[src/rtl/ml_pkg.sv]
// Shared types and default widths for the ML datapath arithmetic blocks
// (multiplier and divider).
package ml_pkg;
  localparam int DIV_A_W = 8;
  localparam int DIV_B_W = 4;

  typedef enum logic [1:0] {
    IDLE = 2'd0,
    CALC = 2'd1,
    DONE = 2'd2
  } div_state_t;
endpackage

[src/rtl/divider_step.sv]
// One restoring-division iteration: shift the next dividend bit into the
// partial remainder and subtract the divisor if it fits.
module div_step
  import ml_pkg::*;
#(
  parameter int B_W = DIV_B_W
) (
  input  logic [B_W:0]   prem_i,
  input  logic           bit_i,
  input  logic [B_W-1:0] divisor_i,
  output logic [B_W:0]   prem_o,
  output logic           qbit_o
);
  logic [B_W+1:0] shifted;
  logic [B_W:0]   trial;

  assign shifted = {prem_i, bit_i};
  // Full-width compare decides the quotient bit; the kept difference always
  // fits B_W+1 bits because the partial remainder stays below the divisor.
  assign qbit_o  = (shifted >= {2'b00, divisor_i});
  assign trial   = shifted[B_W:0] - {1'b0, divisor_i};
  assign prem_o  = qbit_o ? trial : shifted[B_W:0];
endmodule

[src/rtl/divider.sv]
// Sequential unsigned restoring divider with start/busy/done handshake.
// Handshake: enable is a start request taken only in IDLE or DONE; done pulses
// for one cycle as results land; busy is high exactly while CALC runs.
module divider
  import ml_pkg::*;
#(
  parameter int A_W = DIV_A_W,
  parameter int B_W = DIV_B_W
) (
  input  logic           clk,
  input  logic           reset,
  input  logic           enable,
  input  logic [A_W-1:0] a,
  input  logic [B_W-1:0] b,
  output logic [A_W-1:0] quotient,
  output logic [B_W-1:0] remainder,
  output logic           busy,
  output logic           done,
  output logic           div_by_zero,
  output div_state_t     dbg_state
);
  localparam int CNT_W = $clog2(A_W + 1);

  div_state_t     state_q, state_d;
  logic [CNT_W-1:0] cnt_q, cnt_d;
  logic [A_W-1:0] shift_q, shift_d;
  logic [B_W-1:0] divisor_q, divisor_d;
  logic [B_W:0]   prem_q, prem_d;
  logic [A_W-1:0] quot_q, quot_d;
  logic [B_W-1:0] rem_q, rem_d;
  logic           dbz_q, dbz_d;

  logic [B_W:0]   step_prem;
  logic           step_qbit;

  div_step #(.B_W(B_W)) u_step (
    .prem_i    (prem_q),
    .bit_i     (shift_q[A_W-1]),
    .divisor_i (divisor_q),
    .prem_o    (step_prem),
    .qbit_o    (step_qbit)
  );

  always_comb begin
    state_d   = state_q;
    cnt_d     = cnt_q;
    shift_d   = shift_q;
    divisor_d = divisor_q;
    prem_d    = prem_q;
    quot_d    = quot_q;
    rem_d     = rem_q;
    dbz_d     = dbz_q;
    unique case (state_q)
      IDLE, DONE: begin
        if (enable) begin
          if (b != '0) begin
            shift_d   = a;
            divisor_d = b;
            prem_d    = '0;
            cnt_d     = CNT_W'(A_W);
            state_d   = CALC;
          end else begin
            quot_d  = '1;
            rem_d   = '0;
            dbz_d   = 1'b1;
            state_d = DONE;
          end
        end else begin
          state_d = IDLE;
        end
      end
      CALC: begin
        // Quotient bits enter the dividend register from the bottom as the
        // dividend bits leave from the top.
        shift_d = {shift_q[A_W-2:0], step_qbit};
        prem_d  = step_prem;
        cnt_d   = cnt_q - CNT_W'(1);
        if (cnt_q == CNT_W'(1)) begin
          quot_d  = {shift_q[A_W-2:0], step_qbit};
          rem_d   = step_prem[B_W-1:0];
          dbz_d   = 1'b0;
          state_d = DONE;
        end
      end
      default: state_d = IDLE;
    endcase
  end

  always_ff @(posedge clk) begin
    if (reset) begin
      state_q   <= IDLE;
      cnt_q     <= '0;
      shift_q   <= '0;
      divisor_q <= '0;
      prem_q    <= '0;
      quot_q    <= '0;
      rem_q     <= '0;
      dbz_q     <= 1'b0;
    end else begin
      state_q   <= state_d;
      cnt_q     <= cnt_d;
      shift_q   <= shift_d;
      divisor_q <= divisor_d;
      prem_q    <= prem_d;
      quot_q    <= quot_d;
      rem_q     <= rem_d;
      dbz_q     <= dbz_d;
    end
  end

  assign quotient    = quot_q;
  assign remainder   = rem_q;
  assign busy        = (state_q == CALC);
  assign done        = (state_q == DONE);
  assign div_by_zero = dbz_q;
  assign dbg_state   = state_q;
endmodule
[config.mk]
export PLATFORM = sky130hd
export DESIGN_NAME = divider
export DESIGN_NICKNAME = d
export VERILOG_FILES = /design/src/rtl/ml_pkg.sv /design/src/rtl/divider_step.sv /design/src/rtl/divider.sv
export SDC_FILE = /design/constraint.sdc
export NUM_CORES = 1
export LEC_CHECK = 0
export CORE_ASPECT_RATIO = 0.9
export CORE_UTILIZATION = 33
export CTS_BUF_LIST = sky130_fd_sc_hd__clkbuf_8
export DETAILED_ROUTE_END_ITERATION = 10
export PLACE_DENSITY_LB_ADDON = 0.3
export SLEW_MARGIN = 30
export SYNTH_ARGS = -nofsm -noshare
export SYNTH_HDL_FRONTEND = slang
export SYNTH_SLANG_ARGS = --single-unit
[constraint.sdc]
create_clock -name clk -period 3.4 [get_ports clk]
set_input_delay 0.51 -clock clk [delete_from_list [all_inputs] [get_ports clk]]
set_output_delay 0.51 -clock clk [all_outputs]
set_load 0.01 [all_outputs]
==> results.md, run 1 <==
Run status:
- The run finished with clean final reports.

Global routing:
- Across every metal layer, demand over resource in global routing totals 0.161.
- The number of global-route vias before repair is around 1500.
- The total overflow left after global routing is 0.
- The initial antenna violation count is 0.
- The first global-routing pass estimated approximately 7000 um of wire.
- The pin count of the biggest net entering global routing is 27.

STA:
- The pin slew with the least headroom to its limit is a little over 0.6 ns.
- For this run, the top clock speed supported by timing is between 0.4 and 0.5 GHz.
- The number of failing hold endpoints at the final stage is 0.
- The total count of max-transition violations in the final report is 0.
- The clock arrives with 0.00331 ns of skew.
- Summed over all failing endpoints, the final setup total negative slack is 0 ns.
- Setup repair after global routing left no endpoint under its margin.
- The count of endpoints failing setup in the final report is 0.
- The ratio of final minimum period to clock period is 0.730.
- In this run the tightest slew margin relative to its limit is 0.583.
- The final period demand of the worst path is between 2 and 2.5 ns.

Detailed routing:
- The routed wire length is roughly 4200 um.
- The number of nets still failing antenna checks after routing is 0.
- The routed wire length per instance is between 10 and 15 um.
- The first TritonRoute pass finished after 4 iterations.
- After the first detailed-routing iteration, the DRC count stood at 100.
- The total via count in the routed design is 1583.
- The ratio of routed vias to standard cells is roughly 5.1.
- The number of design rule violations left after detail routing is 0.

Die:
- In this run the horizontal extent of the chip is 78.8 um.
- The full die area is between 5000 and 6000 um2.
- The initial cell density of the core is 0.352.
- The placeable core region is about 5000 um2.
- The floorplan has 24 rows.
- The top-level port count is 32.
- The height of the die is 71.1 um.

Clocking:
- After clock tree synthesis, the clock-pin slew on the worst setup and hold paths is 0.07 ns.
- The root buffer selected by CTS is sky130_fd_sc_hd__clkbuf_8.
- The H-tree generated during clock tree synthesis spans 2 levels.
- The longest clock path from root to sink contains 2 buffers.
- TritonCTS built the clock tree.
- The clock latency on the worst-skew pair is between 0.2 and 0.3 ns.
- After clock tree synthesis, the flow added hold-fix buffers numbering 0.
- Buffers inserted during clock tree synthesis total 5.
- The number of clock sinks seen by CTS is 36.
- The post-CTS setup buffer count is 0.
- The number of instances resized during post-cts repair is 0.

Logic synthesis:
- The flip-flop cell with the highest count after synthesis is sky130_fd_sc_hd__dfxtp_1.
- Counting every instance in the synthesized netlist gives between 200 and 250.
- The unique cell type count in the Yosys netlist is 42.
- For this run, the number of Yosys warnings is 0.
- The mean area per synthesized cell is a little over 8 um2.
- After synthesis the netlist holds a flip-flop and latch count of 36.
- The share of synthesized registers carrying an async set or reset is 0.
- The area of the mapped netlist is roughly 1800 um2.
- The synthesized design contains 0 enable-type register cells.
- The share of synthesized area occupied by flip-flops and latches is 0.411.
- Synthesis produced a netlist with a net count of about 230.

Power and ir drop:
- Total power for the finished layout comes to 1120 uW.
- The highest ir drop seen on vdd is 0.228 mV.
- In this run the static leakage power is slightly above 0.0008 uW.
- The power density over cell area is between 500 and 600 nW/um2.

Worst hold path:
- The tightest min-delay check is of the reg2reg type.
- The worst hold path passes through 2 cells.

Worst setup path:
- The worst-case reg-to-reg path depth is 7.
- The startpoint class of the critical path is a flop.
- In this run the worst path has a maximum fanout of 26.
- The category of the worst setup path capture point is a primary output.
- For the worst setup path, the data arrival time is around 2.0 ns.
- The worst setup path is of the reg2out kind.
- The data required time of the critical path is around 2.9 ns.

Run:
- The max-cap check violation count is 0.

Cells and area:
- The number of diodes is 0.
- The top cell types in the final layout, fill and taps aside, are sky130_fd_sc_hd__dfxtp_1 (36), sky130_fd_sc_hd__clkdlybuf4s50_1 (31), sky130_fd_sc_hd__nand2_1 (28), sky130_fd_sc_hd__nor2_1 (26), sky130_fd_sc_hd__o21ai_0 (14).
- For this run, the number of standard cells in the final layout without fillers is 308.
- The area growth from synthesis to layout is 26.8%.
- The most frequent standard cell in the layout excluding fill and tap cells is sky130_fd_sc_hd__dfxtp_1.
- The net total in the final layout is between 200 and 300.
- In the final layout, the share of cells above drive strength 1 is 0.0823.
- The post-route cell area is about 2200 um2.

Placement:
- The number of placed instances with taps included is 300.
- At the end of routability-driven placement, the weighted congestion stood at roughly 0.87.
- Summing all placed instances gives a cell area of 2110 um2.
- The number of input and output port buffers inserted is 31.
- Summed over all nets, the half-perimeter wirelength after detailed placement is between 3000 and 4000 um.
[cells by family (layout without fill, tap and decap cells)]
family	Yosys count	after routing	share of synthesized area
buffers and inverters	22	54	0.0571
AND/OR/NAND/NOR	84	84	0.228
XOR/XNOR	2	2	0.00999
flip-flops	36	36	0.411
AO/OA/AOI/OAI	60	60	0.239
adder cells (fa/ha/maj)	7	7	0.0542
[cell type report]
class | count | area, um2
Tap cell | 65 | 81.3
Inverter | 12 | 45.0
Clock buffer | 5 | 68.8
Multi-Input combinational cell | 153 | 932
Sequential cell | 36 | 721
Clock inverter | 3 | 42.5
Fill cell | 536 | 2760
Timing Repair Buffer | 34 | 333
[registers in the layout, indices dropped and copies added, names as in the netlist]
signal,count
remainder,4
div_by_zero,1
cnt_q,4
prem_q,5
quotient,8
divisor_q,4
dbg_state,2
shift_q,8
[per-layer routing]
layer | vias to the layer above | global-route usage | routed length (um)
li1 | 810 | - | -
met1 | 732 | 0.213 | 2010
met2 | 39 | 0.254 | 1970
met3 | 2 | 0.0503 | 194
met4 | 0 | 0.0424 | 17
met5 | - | 0 | 0
[cell usage after synthesis (2+ instances only)]
cell type | instances | area [um2]
sky130_fd_sc_hd__a21oi_1 | 9 | 45.0
sky130_fd_sc_hd__a21oi_2 | 2 | 17.5
sky130_fd_sc_hd__a22oi_1 | 3 | 22.5
sky130_fd_sc_hd__a31o_1 | 2 | 17.5
sky130_fd_sc_hd__a31oi_1 | 9 | 56.3
sky130_fd_sc_hd__a32oi_1 | 2 | 17.5
sky130_fd_sc_hd__and2_1 | 4 | 25.0
sky130_fd_sc_hd__buf_2 | 2 | 10.0
sky130_fd_sc_hd__buf_6 | 2 | 22.5
sky130_fd_sc_hd__clkbuf_1 | 6 | 22.5
sky130_fd_sc_hd__dfxtp_1 | 36 | 721
sky130_fd_sc_hd__ha_1 | 6 | 75.1
sky130_fd_sc_hd__inv_1 | 11 | 41.3
sky130_fd_sc_hd__nand2_1 | 28 | 105
sky130_fd_sc_hd__nand2b_1 | 4 | 25.0
sky130_fd_sc_hd__nand3_1 | 4 | 20.0
sky130_fd_sc_hd__nand4_1 | 3 | 18.8
sky130_fd_sc_hd__nor2_1 | 26 | 97.6
sky130_fd_sc_hd__nor2b_1 | 2 | 12.5
sky130_fd_sc_hd__nor3_1 | 3 | 15.0
sky130_fd_sc_hd__nor3b_1 | 2 | 15.0
sky130_fd_sc_hd__o21ai_0 | 14 | 70.1
sky130_fd_sc_hd__o22ai_1 | 7 | 43.8
sky130_fd_sc_hd__o31ai_1 | 3 | 22.5
sky130_fd_sc_hd__o32ai_1 | 2 | 17.5
sky130_fd_sc_hd__or3b_2 | 2 | 17.5
sky130_fd_sc_hd__xnor2_1 | 2 | 17.5
[worst max-delay path: stages (launching register included)]
cell and delay (ns):
sky130_fd_sc_hd__dfxtp_1 0.38, sky130_fd_sc_hd__nand2b_1 0.12, sky130_fd_sc_hd__buf_4 0.27, sky130_fd_sc_hd__clkinv_1 0.33, sky130_fd_sc_hd__clkdlybuf4s50_1 0.58
[path summary, 6_finish.rpt]
path | start | endpoint | slack [ns]
max reg2reg | shift_q[7] | remainder[2] | 1.27
max | dbg_state[1] | busy | 0.92
min | divisor_q[0] | divisor_q[0] | 0.47
min reg2reg | divisor_q[0] | divisor_q[0] | 0.47
[stage by stage]
stage	hold slack [ns]	utilization	worst slack (ns)
after global placement	0.456	0.424	1.10
after CTS	0.468	0.446	0.903
after global routing	0.503	0.446	0.780
final	0.468	0.446	0.918
after detailed placement	0.458	0.424	1.09
after floorplan	0.436	-	1.55
[where the power goes]
group | leakage (uW) | switching (uW) | total (uW) | internal [uW]
Sequential | 0.000294 | 26.5 | 481 | 454
Combinational | 0.000459 | 160 | 265 | 105
Clock | 0.0000541 | 157 | 374 | 217
Total | 0.000807 | 343 | 1120 | 777
No activity file was read; power rests on OpenSTA's default activity.
==> run 2, diff against run 1 <==
- clock period: 3.4 -> 2.2 ns (I/O delays scaled with it)
==> run 2 against run 1 <==
Worst hold slack worse by 0.0072 ns. Core utilization rose by 0.40 points. Combinational power up 62%. Global-route usage increased by 0.16 points. Via count grew 0.44%. Non-clock buffer count is 4 higher. First-iteration DRC count down 35%. Count of clock-buffer cells in the layout grew 1. Die area is the same. Critical endpoint is now remainder[0].
==> results.md, run 2 (synthesized netlist as in run 1, its figures left out) <==
STA:
- Counting I/O delays and the setup requirement, the final critical path takes ~2.0 ns.
- Based on the critical path, the design can be clocked at up to 0.513 GHz.
- Of the available clock period, the critical path in the final layout requires 0.887.
- The total count of max-transition violations in the final report is 0 (unchanged).
- The worst slack on hold paths came to 0.461 ns (-0.00721 ns).
- The headroom to the max-slew limit is 0.612 (+0.0294).
- The final worst-path setup slack is 0.249 ns (-0.669 ns).
- The final-layout setup total negative slack is 0 ns (unchanged).
- The pin slew with the least headroom to its limit is 0.580 ns (-0.0396 ns).
- The number of failing hold endpoints at the final stage is 0 (unchanged).
- The count of endpoints failing setup in the final report was 0 (unchanged).
- The setup skew after layout was 0.00678 ns (+0.00347 ns).
- Setup repair after global routing left no endpoint under its margin.

Clocking:
- TritonCTS built the clock tree.
- The post-CTS setup buffer count was 0 (unchanged).
- The clock transition at the registers of the reported paths is 0.08 ns (about the same).
- The root buffer selected by CTS is sky130_fd_sc_hd__clkbuf_8.
- The clock latency on the worst-skew pair is 0.29 ns (about the same).
- The number of instances resized during post-cts repair is 0 (unchanged).
- The clock buffer count from CTS is 5 (unchanged).
- The buffer levels on the longest clock path is 2 (unchanged).
- The number of hold buffers added after CTS is 0 (unchanged).
- The CTS H-tree depth is 2 (unchanged).
- The number of clock sinks seen by CTS came to 36 (unchanged).

Power and ir drop:
- The highest ir drop seen on vdd is 0.324 mV (+42%).
- The relative contribution of the clock network to total power came to 0.296 (-0.038).
- The share of power burned in combinational logic is 0.257 (+0.020).
- The share of total power consumed by net switching came to 0.321 (+0.0142).
- The reported net switching power came to 533 uW (+55%).
- The sequential share of power is 0.447 (+0.017).
- The leakage power is 0.000824 uW (+2.0%).
- The power density over cell area was 741 nW/um2 (+47%).
- The internal power component is 1130 uW (+45%).

Cells and area:
- The library cells used most frequently in the layout, excluding fill and tap cells, are sky130_fd_sc_hd__dfxtp_1 (36), sky130_fd_sc_hd__clkdlybuf4s50_1 (31), sky130_fd_sc_hd__nand2_1 (28), sky130_fd_sc_hd__nor2_1 (26), sky130_fd_sc_hd__o21ai_0 (14).
- The fraction of final layout cells sized beyond drive strength 1 is 0.0931 (+0.0108).
- The area growth from synthesis to layout is 28.0%.
- The number of standard cells in the layout, taps in and fillers out is 312 (+1.3%).
- The net total in the final layout is 268 (+1.5%).
- The library cell used most frequently in the layout, excluding fill and tap cells, is sky130_fd_sc_hd__dfxtp_1.
- The number of diodes was 0 (unchanged).

Worst setup path:
- The arrival time of data at the critical path endpoint is 2.14 ns (+0.17 ns).
- The worst register-to-register path ends at remainder[0].
- The startpoint identified for the worst register-to-register timing path is shift_q[7].
- The end point of the critical path is remainder[0].
- The launching instance or port of the critical path is shift_q[7].
- The highest net fanout along the worst path was 8 (-69%).
- The startpoint class of the critical path is a flop.
- The register-to-register setup slack came to 0.25 ns (-1.02 ns).
- The data required time of the critical path is 2.38 ns (-0.51 ns).
- The kind of critical path is reg2reg.
- The worst-case reg-to-reg path depth is 7 (unchanged).
- The category of the worst setup path capture point is a flop.

Detailed routing:
- The first-pass iteration count of the detailed router came to 4 (unchanged).
- The number of nets still failing antenna checks after routing came to 0 (unchanged).
- The routed wire length came to 4190 um (about the same).
- The first-iteration detailed-routing DRC count is 65 (-35%).
- The routed wire length per instance is 13.4 um (-1.4%).
- The number of design rule violations left after detail routing is 0 (unchanged).
- The ratio of routed vias to standard cells was 5.10 (-0.85%).
- The total via count in the routed design is 1590 (+0.44%).

Worst hold path:
- The class of the worst hold path is reg2reg.

Die:
- The top-level port count was 32 (unchanged).
- The placeable core region came to 4980 um2 (unchanged).
- The total number of placement rows is 24 (unchanged).
- The height of the die is 71.1 um (unchanged).
- The initial cell density of the core is 0.352 (unchanged).
- The full die area is 5610 um2 (unchanged).
- The width of the chip is 78.8 um (unchanged).

Global routing:
- The number of global-route vias before repair came to 1478 (-1.3%).
- The initial antenna violation count is 0 (unchanged).
- The sum of overflow across all layers after global routing is 0 (unchanged).
- The pin count of the biggest net entering global routing was 26 (-3.7%).
- The wire length of the first global-routing pass was 7090 um (+0.98%).
- The global-route total usage across every layer is 0.163 (+0.00163).

Run:
- The max-cap check violation count was 0 (unchanged).

Placement:
- The worst slack at placement is 0.127 ns (-0.967 ns).
- The number of placed instances with taps included was 304 (+1.3%).
- The number of input and output port buffers inserted is 31 (unchanged).
- The global placement routability congestion is 0.820 (-6.0%).
- The detailed-placement wirelength estimate is 2990 um (-1.0%).

Run status:
- The flow ran to the end, and the final reports show no timing, DRC or antenna violations.
-- run 2: cell types whose count changed in the layout (fill, tap and decap cells not counted) --
cell / before / now
sky130_fd_sc_hd__buf_4: 3 / 7
sky130_fd_sc_hd__bufinv_16: 1 / 0
sky130_fd_sc_hd__a21oi_2: 2 / 1
sky130_fd_sc_hd__inv_1: 11 / 12
sky130_fd_sc_hd__clkinv_2: 1 / 0
sky130_fd_sc_hd__a21oi_4: 0 / 1
sky130_fd_sc_hd__clkbuf_8: 5 / 6
-- run 2: worst min path at each step --
stage | startpoint | end | slack, ns | cells past startpoint
after floorplan | divisor_q[3] | divisor_q[3] | 0.44 | 2
after global placement | divisor_q[0] | divisor_q[0] | 0.46 | 2
after detailed placement | divisor_q[0] | divisor_q[0] | 0.45 | 2
after CTS | divisor_q[0] | divisor_q[0] | 0.46 | 2
after global routing | divisor_q[0] | divisor_q[0] | 0.48 | 2
final | divisor_q[0] | divisor_q[0] | 0.46 | 2
-- run 2: critical path, cell delays in order (launching register included) --
cell,delay [ns]
sky130_fd_sc_hd__dfxtp_1,0.36
sky130_fd_sc_hd__inv_1,0.07
sky130_fd_sc_hd__ha_1,0.20
sky130_fd_sc_hd__fa_1,0.39
sky130_fd_sc_hd__nand2b_1,0.21
sky130_fd_sc_hd__a21oi_4,0.24
sky130_fd_sc_hd__o21ai_0,0.14
sky130_fd_sc_hd__a31o_1,0.23
-- run 2: through the flow --
stage          utilization  instance area, um2  total power, uW
6_report             0.450                2240             1660
5_1_grt              0.450                2240             1760
4_1_cts              0.449                2240             1670
3_5_place_dp         0.430                2140             1180
3_3_place_gp         0.430                2140             1180
2_1_floorplan            -                1750             1040
-- run 2: layer usage --
metal / share of wire / up-vias / wire length, um / global-route usage
met5: 0 / - / 0 / 0
met4: 0.011 / 0 / 46 / 0.0485
met3: 0.036 / 5 / 150 / 0.0374
met2: 0.45 / 36 / 1890 / 0.263
met1: 0.50 / 728 / 2110 / 0.216
li1: - / 821 / - / -
-- run 2: power groups by stage --
stage | clock [uW] | sequential, uW | combinational, uW
2_1_floorplan | 0 | 751 | 285
3_3_place_gp | 0 | 757 | 418
3_5_place_dp | 0 | 757 | 423
4_1_cts | 500 | 743 | 424
5_1_grt | 528 | 752 | 480
6_report | 491 | 743 | 428
-- run 2: cell type report --
class	count	area [um2]
inverter	12	45.0
timing repair buffer	38	363
clock inverter	2	11.3
fill	534	2740
multi-input combinational	153	940
tap	65	81.3
sequential	36	721
clock buffer	6	82.6
==> run 3, diff against run 2 <==
- CTS_CLUSTER_DIAMETER: not set -> 150
- SYNTH_HIERARCHICAL: not set -> 1
- clock period: 2.2 -> 1.83 ns (I/O delays scaled with it)
==> run 3 against run 2 <==
The run now ends with setup timing left. Setup slack got worse by 0.68 ns. Critical endpoint is now remainder[1]. Critical path type unchanged. Total power up 21%. Synthesized area grew 1.5%. Via count up 2.0%. Worst hold slack better by 0.0089 ns. Highest routed layer unchanged. Wire length rose by 7.3%. Count of clock-buffer cells in the layout is 1 lower.
==> results.md, run 3 <==
Cells and area:
- The library cell used most frequently in the layout, excluding fill and tap cells, is sky130_fd_sc_hd__dfxtp_1.
- Relative to the synthesized area, the layout overhead comes to 43.5%.
- The net total in the final layout is 271 (+1.1%).
- The fraction of final layout cells sized beyond drive strength 1 is 0.332 (+0.239).
- The number of diodes is 0 (unchanged).
- The number of filler cells placed in the layout is 462 (-13%).
- In the layout the commonest cells are sky130_fd_sc_hd__dfxtp_1 (34), sky130_fd_sc_hd__clkdlybuf4s50_1 (31), sky130_fd_sc_hd__buf_4 (28), sky130_fd_sc_hd__nor2_1 (15), sky130_fd_sc_hd__nand2_1 (14).
- The post-route cell area was 2550 um2 (+14%).

STA:
- The number of failing hold endpoints at the final stage is 0 (unchanged).
- The final worst-path setup slack is -0.435 ns (-0.684 ns).
- The final period demand of the worst path was 2.26 ns (+0.314 ns).
- The headroom to the max-slew limit is 0.589 (-0.0235).
- The pin slew with the least headroom to its limit came to 0.617 ns (+0.0364 ns).
- The ratio of final minimum period to clock period is 1.24 (+0.351).
- The highest attainable clock frequency is 0.442 GHz (-14%).
- Setup repair after global routing could not meet its margin everywhere.
- The total count of max-transition violations in the final report is 0 (unchanged).
- The count of endpoints failing setup in the final report is 10 (+10).
- The final-layout setup total negative slack is -3.39 ns (-3.39 ns).
- The setup skew after layout came to 0.00612 ns (-0.000659 ns).

Clocking:
- The clock transition at the registers of the reported paths is 0.06 ns (-0.02 ns).
- TritonCTS built the clock tree.
- The buffer levels on the longest clock path is 2 (unchanged).
- The CTS H-tree depth came to 2 (unchanged).
- The root buffer selected by CTS is sky130_fd_sc_hd__clkbuf_8.
- The clock buffer count from CTS is 5 (unchanged).
- The number of clock sinks seen by CTS is 36 (unchanged).
- The clock latency on the worst-skew pair was 0.28 ns (about the same).

Logic synthesis:
- Counting instances in the post-synthesis netlist gives the leading cell types as sky130_fd_sc_hd__dfxtp_1 (36), sky130_fd_sc_hd__nand2_1 (20), sky130_fd_sc_hd__a21oi_1 (16), sky130_fd_sc_hd__nor2_1 (15), sky130_fd_sc_hd__inv_1 (11).
- The number of warnings printed during yosys synthesis came to 6 (+6).
- The share of synthesized area occupied by flip-flops and latches was 0.405 (-0.00607).
- The area share of the largest cell type after synthesis is 0.405 (-0.00607).
- The mean area per synthesized cell is 9.22 um2 (+11%).
- The synthesized design spends more area on one cell type than any other, namely sky130_fd_sc_hd__dfxtp_1.
- Yosys instantiated no cell more often than sky130_fd_sc_hd__dfxtp_1.
- For this run, the leading register cell type out of synthesis is sky130_fd_sc_hd__dfxtp_1.
- The cell count after synthesis is 193 (-8.5%).
- The unique cell type count in the Yosys netlist is 42 (unchanged).
- The share of synthesized registers carrying an async set or reset is 0 (unchanged).
- The register bit count reported by yosys is 36 (unchanged).
- The area of the mapped netlist is 1780 um2 (+1.5%).
- Sorting the synthesized cells by area gives the leading types as sky130_fd_sc_hd__dfxtp_1 (41%), sky130_fd_sc_hd__a2111oi_2 (6.8%), sky130_fd_sc_hd__a21oi_1 (4.5%), sky130_fd_sc_hd__o221a_2 (4.4%), sky130_fd_sc_hd__ha_1 (4.2%).
- The number of enable flip-flop cells after synthesis is 0 (unchanged).
- The post-synth net total was 215 (-7.7%).

Detailed routing:
- The first-pass iteration count of the detailed router came to 4 (unchanged).
- The number of design rule violations left after detail routing was 0 (unchanged).
- The total via count in the routed design came to 1622 (+2.0%).
- The routed wire length came to 4500 um (+7.3%).
- The number of nets still failing antenna checks after routing is 0 (unchanged).
- The ratio of routed vias to standard cells came to 5.20 (+2.0%).
- The first-iteration detailed-routing DRC count was 105 (+62%).
- The routed wire length per instance was 14.4 um (+7.3%).

Placement:
- The worst slack at placement is -0.412 ns (-0.539 ns).
- The number of input and output port buffers inserted is 31 (unchanged).
- The placed instance area came to 2360 um2 (+10%).
- The global placement routability congestion came to 0.783 (-4.4%).
- The detailed-placement wirelength estimate is 3190 um (+6.7%).

Worst setup path:
- The arrival time of data at the critical path endpoint is 2.41 ns (+0.27 ns).
- The highest net fanout along the worst path is 7 (-1).
- The startpoint class of the critical path is a flop.
- The kind of critical path is reg2reg.
- The data required time of the critical path is 1.97 ns (-0.41 ns).
- The category of the worst setup path capture point is a flop.

Power and ir drop:
- The power density over cell area is 788 nW/um2 (+6.4%).
- The leakage power is 0.000953 uW (+16%).
- The highest ir drop seen on vdd was 0.353 mV (+8.9%).

Global routing:
- The number of global-route vias before repair came to 1626 (+10%).
- The initial antenna violation count came to 0 (unchanged).
- The global-route total usage across every layer is 0.180 (+0.0171).
- The pin count of the biggest net entering global routing is 21 (-19%).
- The sum of overflow across all layers after global routing is 0 (unchanged).
- The wire length of the first global-routing pass is 7840 um (+11%).

Die:
- The full die area was 5690 um2 (+1.5%).
- The width of the chip is 79.4 um (+0.73%).
- The placeable core region is 5010 um2 (+0.60%).
- The height of the die came to 71.7 um (+0.72%).
- The total number of placement rows was 24 (unchanged).
- The top-level port count came to 32 (unchanged).
- The initial cell density of the core is 0.355 (+0.00313).

Run status:
- The final reports fail on setup timing.
- The run finished, with violations left.

Run:
- The max-cap check violation count is 0 (unchanged).

Worst hold path:
- The min-delay analysis places its worst path in the category reg2reg.
[run 3: cell types whose count changed in the layout (fill, tap and decap cells not counted), sizes merged, moves of 4 or more]
| cell | delta |
|---|---|
| buf | +25 |
| nor2 | -11 |
| a2111oi | +9 |
| nand2 | -9 |
| a31oi | -8 |
| o211ai | +7 |
| o221a | +7 |
| o22ai | -7 |
| nor3 | +6 |
| a21oi | +5 |
| o21ai | -5 |
| and2 | -4 |
[run 3: layout make-up]
cell class | count | area, um2 | share of cell area
multi-input combinational | 131 | 1040 | 0.407
sequential | 36 | 723 | 0.283
timing repair buffer | 63 | 592 | 0.232
tap | 65 | 81.3 | 0.0319
clock buffer | 5 | 68.8 | 0.0270
inverter | 12 | 47.5 | 0.0186
[run 3: routing by layer]
layer,track usage,part of all wire,vias up
met5,0,0,-
met4,0.0586,0.0076,0
met3,0.0382,0.041,2
met2,0.279,0.48,33
met1,0.248,0.47,774
li1,-,-,813
[run 3: report_power, final]
| part | switching [uW] | total, uW | leakage, uW | internal, uW |
|---|---|---|---|---|
| Sequential | 46.7 | 893 | 0.000295 | 846 |
| Combinational | 308 | 631 | 0.000622 | 324 |
| Clock | 243 | 488 | 0.0000359 | 245 |
[run 3: repair_timing]
item                                    in CTS  in global routing
hold buffers                                 0                  0
pin swaps                                    2                  8
buffers inserted                             1                  5
resized for setup                            3                 18
endpoints found under the setup margin      10                 12
[run 3: final timing paths]
path / cells after the start / end / from / slack [ns]
hold reg to reg: 1 / quotient[0] / quotient[0] / 0.47
setup / recovery: 10 / remainder[1] / shift_q[7] / -0.43
hold / removal: 1 / quotient[0] / quotient[0] / 0.47
setup reg to reg: 10 / remainder[1] / shift_q[7] / -0.43
[run 3: through the flow]
stage / hold slack (ns) / instances / utilization / power [uW]
after detailed placement: 0.452 / 301 / 0.471 / 1470
after CTS: 0.477 / 307 / 0.489 / 1970
after global routing: 0.490 / 312 / 0.509 / 2130
after global placement: 0.453 / 301 / 0.471 / 1460
after floorplan: 0.403 / 193 / - / 1250
final: 0.470 / 312 / 0.509 / 2010
[run 3: cell families after synthesis]
group / Yosys count / share of synthesized area
adder cells (fa/ha/maj): 7 / 0.0534
XOR/XNOR: 2 / 0.00985
multiplexers: 2 / 0.0141
AO/OA/AOI/OAI: 62 / 0.290
flip-flops: 36 / 0.405
buffers and inverters: 26 / 0.0661
AND/OR/NAND/NOR: 58 / 0.161
[run 3: critical path: stages, from the launching register on]
cell,delay [ns]
sky130_fd_sc_hd__dfxtp_2,0.32
sky130_fd_sc_hd__inv_2,0.06
sky130_fd_sc_hd__ha_4,0.11
sky130_fd_sc_hd__inv_2,0.03
sky130_fd_sc_hd__fa_2,0.35
sky130_fd_sc_hd__a21o_4,0.24
sky130_fd_sc_hd__a2111oi_4,0.38
sky130_fd_sc_hd__buf_6,0.19
sky130_fd_sc_hd__mux2_4,0.32
sky130_fd_sc_hd__nand2_4,0.06
sky130_fd_sc_hd__o32ai_2,0.06
